### config.mk
export PLATFORM = sky130hd
export DESIGN_NAME = bs_gnrtr_n_rbtr
export DESIGN_NICKNAME = d
export VERILOG_FILES = /design/src/rtl/bs_gnrtr_n_rbtr.sv
export SDC_FILE = /design/constraint.sdc
export NUM_CORES = 1
export LEC_CHECK = 0
export BUFFER_PORTS_ARGS = -buffer_cell sky130_fd_sc_hd__clkbuf_2
export CORE_UTILIZATION = 46
export DETAILED_ROUTE_END_ITERATION = 7
export GPL_TIMING_DRIVEN = 0
export PLACE_DENSITY = 0.87
export SLEW_MARGIN = 20
export SYNTH_ARGS = -nofsm -noshare
export SYNTH_HDL_FRONTEND = slang
export SYNTH_SLANG_ARGS = --single-unit
export TNS_END_PERCENT = 5
### constraint.sdc
create_clock -name clk -period 6.21 [get_ports clk]
set_clock_uncertainty 0.1 [all_clocks]
set_input_delay 1.863 -clock clk [delete_from_list [all_inputs] [get_ports clk]]
set_output_delay 1.863 -clock clk [all_outputs]
set_load 0.05 [all_outputs]
### src/rtl/bs_gnrtr_n_rbtr.sv
// Shared-bus generator and arbiter.
// Each of the `bits` buses runs its own round-robin arbiter and a three-state
// FSM (IDLE -> POP -> PUSH). One packet moves from the granted driver's output
// FIFO to the driver(s) addressed by the packet's top byte.
module bs_gnrtr_n_rbtr #(
  parameter int          bits      = 1,
  parameter int          drvrs     = 4,
  parameter int          pckg_sz   = 16,
  parameter logic [7:0]  broadcast = 8'hFF
) (
  input  logic                                    clk,
  input  logic                                    reset,
  input  logic [bits-1:0][drvrs-1:0]              pndng,
  output logic [bits-1:0][drvrs-1:0]              pop,
  input  logic [bits-1:0][drvrs-1:0][pckg_sz-1:0] D_pop,
  output logic [bits-1:0][drvrs-1:0]              push,
  output logic [bits-1:0][drvrs-1:0][pckg_sz-1:0] D_push
);

  localparam int PW = (drvrs > 1) ? $clog2(drvrs) : 1;

  typedef enum logic [1:0] {
    IDLE,
    POP,
    PUSH
  } state_t;

  for (genvar b = 0; b < bits; b++) begin : g_bus

    state_t             state;
    state_t             state_nxt;
    logic [PW-1:0]      ptr;
    logic [PW-1:0]      gnt;
    logic               found;
    logic [7:0]         id;
    logic [pckg_sz-1:0] pkt;
    logic [drvrs-1:0]   pop_q;
    logic [drvrs-1:0]   push_q;
    logic [drvrs-1:0]   pop_nxt;
    logic [drvrs-1:0]   push_nxt;

    // The granted driver (held in ptr while in POP) supplies the destination ID.
    assign id = D_pop[b][ptr][pckg_sz-1 -: 8];

    // Round-robin search: first pending driver starting just after the last grant.
    always_comb begin
      logic [PW-1:0] idx;
      gnt   = ptr;
      found = 1'b0;
      idx   = '0;
      for (int k = 1; k <= drvrs; k++) begin
        idx = PW'((int'(ptr) + k) % drvrs);
        if (!found && pndng[b][idx]) begin
          gnt   = idx;
          found = 1'b1;
        end
      end
    end

    // State register plus registered strobes, grant pointer and packet latch.
    always_ff @(posedge clk or negedge reset) begin
      if (!reset) begin
        state  <= IDLE;
        ptr    <= PW'(drvrs - 1);
        pop_q  <= '0;
        push_q <= '0;
        pkt    <= '0;
      end else begin
        state  <= state_nxt;
        pop_q  <= pop_nxt;
        push_q <= push_nxt;
        if (state == IDLE && found) begin
          ptr <= gnt;
        end
        if (state == POP) begin
          pkt <= D_pop[b][ptr];
        end
      end
    end

    // Next-state logic: a grant always runs through one POP and one PUSH cycle.
    always_comb begin
      state_nxt = state;
      case (state)
        IDLE:    if (found) state_nxt = POP;
        POP:     state_nxt = PUSH;
        PUSH:    state_nxt = IDLE;
        default: state_nxt = IDLE;
      endcase
    end

    // Output logic: compute the strobes that become visible after the next edge.
    // Unknown IDs never match a driver index, so they are dropped naturally.
    always_comb begin
      pop_nxt  = '0;
      push_nxt = '0;
      case (state)
        IDLE: begin
          if (found) pop_nxt[gnt] = 1'b1;
        end
        POP: begin
          for (int i = 0; i < drvrs; i++) begin
            if (id == broadcast) begin
              push_nxt[i] = (PW'(i) != ptr);
            end else begin
              push_nxt[i] = (id == 8'(i));
            end
          end
        end
        default: begin
          pop_nxt  = '0;
          push_nxt = '0;
        end
      endcase
    end

    assign pop[b]  = pop_q;
    assign push[b] = push_q;

    for (genvar i = 0; i < drvrs; i++) begin : g_dpush
      assign D_push[b][i] = pkt;
    end

  end

endmodule

After elaboration in Yosys (flattened, before gate mapping) --
Cells that the tools add are included.
Operators by class: eq/ne operators 9, mux-type cells 29, add/sub/neg operators 4, reductions and logical operators 11, magnitude comparators 7
Operators by type and width (count):
- 16-bit binary-select mux with 2-bit select | 1
- 2-bit by 3-bit < comparator with 1-bit output (second input constant) | 6
- 8-bit by 2-bit equality test with 1-bit output (second input constant) | 2
- 16-bit two-way mux | 1
- 1-bit two-way mux | 13
- 4-bit two-way mux | 3
- 2-bit two-way mux | 5
- 1-bit binary-select mux with 2-bit select | 4
- 8-bit by 1-bit equality test with 1-bit output (second input constant) | 1
- 8-bit equality test (second input constant) | 1
- 8-bit zero test | 1
- 1-bit logical AND | 5
- 2-bit by 1-bit adder with 2-bit output (second input constant) | 2
- 2-bit adder (second input constant) | 2
- 2-bit inequality test (first input constant) | 2
- 2-bit case mux with 2 select lines | 1
- 1-bit zero test | 3
- 1-bit demux with 2-bit select | 1
- 2-bit by 1-bit equality test with 1-bit output (second input constant) | 1
- 2-bit by 1-bit >= comparator with 1-bit output (second input constant) | 1
- 2-bit zero test | 1
- 1-bit by 2-bit inequality test with 1-bit output (first input constant) | 1
- 2-bit inequality test (second input constant) | 1
- 2-bit nonzero test | 1
Storage, ports and cells: word-level logic and storage cells 65, input bits 70, register bits 28, output and inout port bits 72

Depth between registers and ports, before layout --
depth after elaboration 19, depth in mapped cells 9, mapped depth without buffers 7

Least setup slack after synthesis --
Ideal clock, no wire load.
path type input -> register, start input port D_pop[61] in the netlist's numbering, end register g_bus[0].push_q[3], in the netlist push[3], stages on the path 5, library setup time 0.087 ns, path buffers 0, arrival 3.458 ns, data required time 6.023 ns, slack 2.565 ns, cells stage by stage mux4_2 or4_4 nor4_4 nand3_1 a22oi_1
Between the ends: longest elaborated chain between the ends 5, elaborated cells on any way between the ends 6, those cells by class eq/ne (2); mux (4)
Ends and longest elaborated chain:
- start, declared | RTL line 15 | input logic [bits-1:0][drvrs-1:0][pckg_sz-1:0] D_pop,
- 16-bit binary-select mux with 2-bit select * | RTL line 43 | assign id = D_pop[b][ptr][pckg_sz-1 -: 8];
- 16-bit two-way mux (not written as such) * | RTL line 43
- 8-bit by 2-bit equality test with 1-bit output / 8-bit equality test (equally long branches) | RTL line 106, 103
- 1-bit two-way mux * | RTL line 103 | if (id == broadcast) begin
- 4-bit two-way mux * | RTL line 97 | case (state)
- net g_bus[0].push_nxt[3] | RTL line 40 | logic [drvrs-1:0] push_nxt;
- end signal, assigned | RTL line 71 | push_q <= push_nxt;
- end, declared | RTL line 38 | logic [drvrs-1:0] push_q;
The timed path passes the listed nets; every way through them passes the cells marked *. The select of a mux whose other input is x is not followed. A chain may end at the register's enable or synchronous reset.

Final worst setup path --
Same ends and word-level chain as after synthesis.

==> flow_summary_export.csv <==
group,metric,value,unit
layout,diodes,0,
critical_path,r2r_end,"pop[1]",
timing,rsz0062_at_grt,"false",
die,die_w,70.3,um
critical_path,cp_slowest_stage_delay,0.57,ns
global_route,grt_pass1_vias,1974,
timing,tns,0,ns
synth,synth_area,2140,um^2
critical_path,cp.required,6.30,ns
synth,synth_edf_count,0,
hold_path,holdCritPathClass,"flip-flop to flip-flop",
clock_tree,htree_levels,1,
critical_path,cp-end-kind,"flip-flop",
placement,pre_cts_ws,2.30,ns
critical_path,cp.buffers_inverters,1,
synth,netlist_instances,211,
drt,drtAntennaViolNets,0,
clock_tree,ctsResizeCount,0,
synth,syn_avg_cell_area,10.2,um^2
global_route,gr-total-overflow,0,
die,design.core.area,4410,um^2
die,num_rows,24,
clock_tree,clkTransAtPathRegs,0.10,ns
critical_path,crit_family,"simple AND/OR/NAND/NOR gates",
drt,dr.first_iter.drc_count,78,
critical_path,cp_max_fo,4,
hold_path,whs_endpoint,"g_bus[0].pkt[0]",
die,io_pins,142,
global_route,grt_max_degree,29,
critical_path,path_class,"primary input to flip-flop",
synth,synth_fp_nets,285,
synth,yosysWarnings,0,
hold_path,whs_path_depth,2,
timing,slew_headroom,0.549,
drt,via_per_inst,5.11,
clock_tree,root_buffer,"clkbuf_8",
placement,hpwl,4770,um
timing,fin_ws,2.59,ns
critical_path,cp_cell_sequence,"clkbuf_2, mux4_2, or4_4, nor4_4, nand3_1, a22oi_1",
global_route,track_usage,0.235,
layout,fin_nets,431,
flow_run,drv_cap,0,
timing,setup_viol,0,
critical_path,worst_path_max_delay_cell,"or4_4",
global_route,grt_pass1_wl,9320,um
critical_path,worstPathArrival,3.71,ns
timing,min_period,3.62,ns
clock_tree,postCtsSetupBuffers,0,
critical_path,ff2ff_setup_slack,3.05,ns
layout,fin_area,2990,um^2
die,fp.dieH,70.3,um
clock_tree,cts-buffers-inserted,3,
drt,routedWlPerCell,14.1,um
critical_path,start_kind,"primary input",
synth,ys.flop_type,"dfrtp_1",
synth,synth.distinct_cells,41,
clock_tree,clk_latency,0.27,ns
die,dieArea,4940,um^2
global_route,antenna_found_initial,0,
synth,ys_ff_latch,28,
timing,worst_pin_slew,0.676,ns
clock_tree,hold_buffers,0,
drt,wirelength,5770,um
critical_path,reg2reg_depth,9,
placement,place_area,2920,um^2
timing,hold_viol,0,
hold_path,min_from,"g_bus[0].pkt[0]",
synth,synth_async_sr_flop_share,1.00,
placement,port_buffers,141,
timing,period_share,0.583,
clock_tree,clock-sinks,28,
layout,drive_gt1_frac,0.615,
drt,drcViolationCount,0,
placement,gp_congestion,0.803,
critical_path,r2r_start,"g_bus[0].ptr[1]",
timing,max_freq,276,MHz
status,status,"finished, final reports clean",
die,start_util,0.486,
drt,vias,2083,
clock_tree,cts_buffer_depth,2,
layout,areaGrowthSynthToFinish,39.3,%
drt,drt_first_pass_iters,4,
clock_tree,cts_tree,"done",
synth,yosysSeqAreaShare,0.328,
timing,final_max_slew_viol_count,0,
layout,utilization,0.677,
[cell usage in the layout, fill, tap and decap left out, types with 3 or more instances in the layout]
master,count
mux2_2,3
clkbuf_8,3
nor2_1,4
mux4_2,15
nand2_1,53
buf_2,3
buf_1,3
a221o_1,3
mux4_1,3
clkbuf_2,141
dfrtp_1,26
a22oi_1,3
buf_4,48
ha_1,4
inv_1,5
[registers in the layout, summed over array words and instances, names as in the netlist]
| register | count |
|---|---|
| g_bus.pkt | 16 |
| g_bus.ptr | 2 |
| g_bus.state | 2 |
| pop | 4 |
| push | 4 |
[area by class of cell]
type / instances / area [um^2]
multi-input cells: 120 / 1010
well taps: 52 / 65.1
inverters: 6 / 22.5
clock buffers: 3 / 41.3
fillers: 345 / 1430
plain buffers: 57 / 405
clock inverters: 1 / 30.0
flip-flops and latches: 28 / 703
repair buffers: 141 / 706
[Yosys cell counts, types with 2 or more instances]
master,n,area share
a221o_1,3,0.014
a221oi_1,2,0.0082
a22oi_1,3,0.011
and3_1,2,0.0058
buf_1,3,0.0053
buf_2,3,0.0070
buf_4,48,0.17
clkbuf_1,2,0.0035
dfrtp_1,26,0.30
dfstp_2,2,0.025
ha_1,4,0.023
inv_1,5,0.0088
mux2_2,3,0.016
mux4_1,3,0.037
mux4_2,15,0.16
nand2_1,53,0.093
nand2b_1,2,0.0058
nand3_1,2,0.0047
nand4_1,2,0.0058
nor2_1,4,0.0070
nor3_1,2,0.0047
nor4_1,2,0.0058
o2111a_1,2,0.011
[worst max-delay path by stage]
stage                          from       to  slack (ns)  cells after the start
final                     D_pop[61]  push[3]        2.59                      6
after global routing      D_pop[61]  push[3]        2.54                      6
after CTS                 D_pop[61]  push[3]        2.58                      6
after detailed placement  D_pop[61]  push[3]        2.30                      6
after global placement    D_pop[61]  push[2]        2.37                      6
after floorplan           D_pop[61]  push[3]        2.57                      5
[metrics by stage]
stage / hold slack, ns / cells
floorplan: 0.436 / 211
global placement: 0.442 / 404
detailed placement: 0.442 / 404
CTS: 0.465 / 408
global route: 0.511 / 408
finish: 0.470 / 408
[routing by layer]
layer,track usage,vias to the layer above,routed length [um]
met5,0,-,0
met4,0.0844,0,60
met3,0.0188,4,320
met2,0.443,92,3150
met1,0.275,997,2240
li1,-,990,-
[tightest hold or removal path, stage by stage (launching register included)]
cell     delay [ns]
dfrtp_1        0.42
nand2_1        0.07
nand2_1        0.06
[cell families (layout without fill, tap and decap cells)]
family / count (synthesis) / in the layout / share of synthesized area
xor+xnor: 1 / 1 / 0.00408
buf+inv: 63 / 208 / 0.200
mux: 22 / 22 / 0.215
compound gates: 18 / 18 / 0.0706
flops: 28 / 28 / 0.328
fa+ha+maj: 4 / 4 / 0.0233
simple gates: 75 / 75 / 0.160
Power is left out: the tool's default activity adds up to more than one toggle a clock period on the data nets, which glitch-free logic cannot reach.
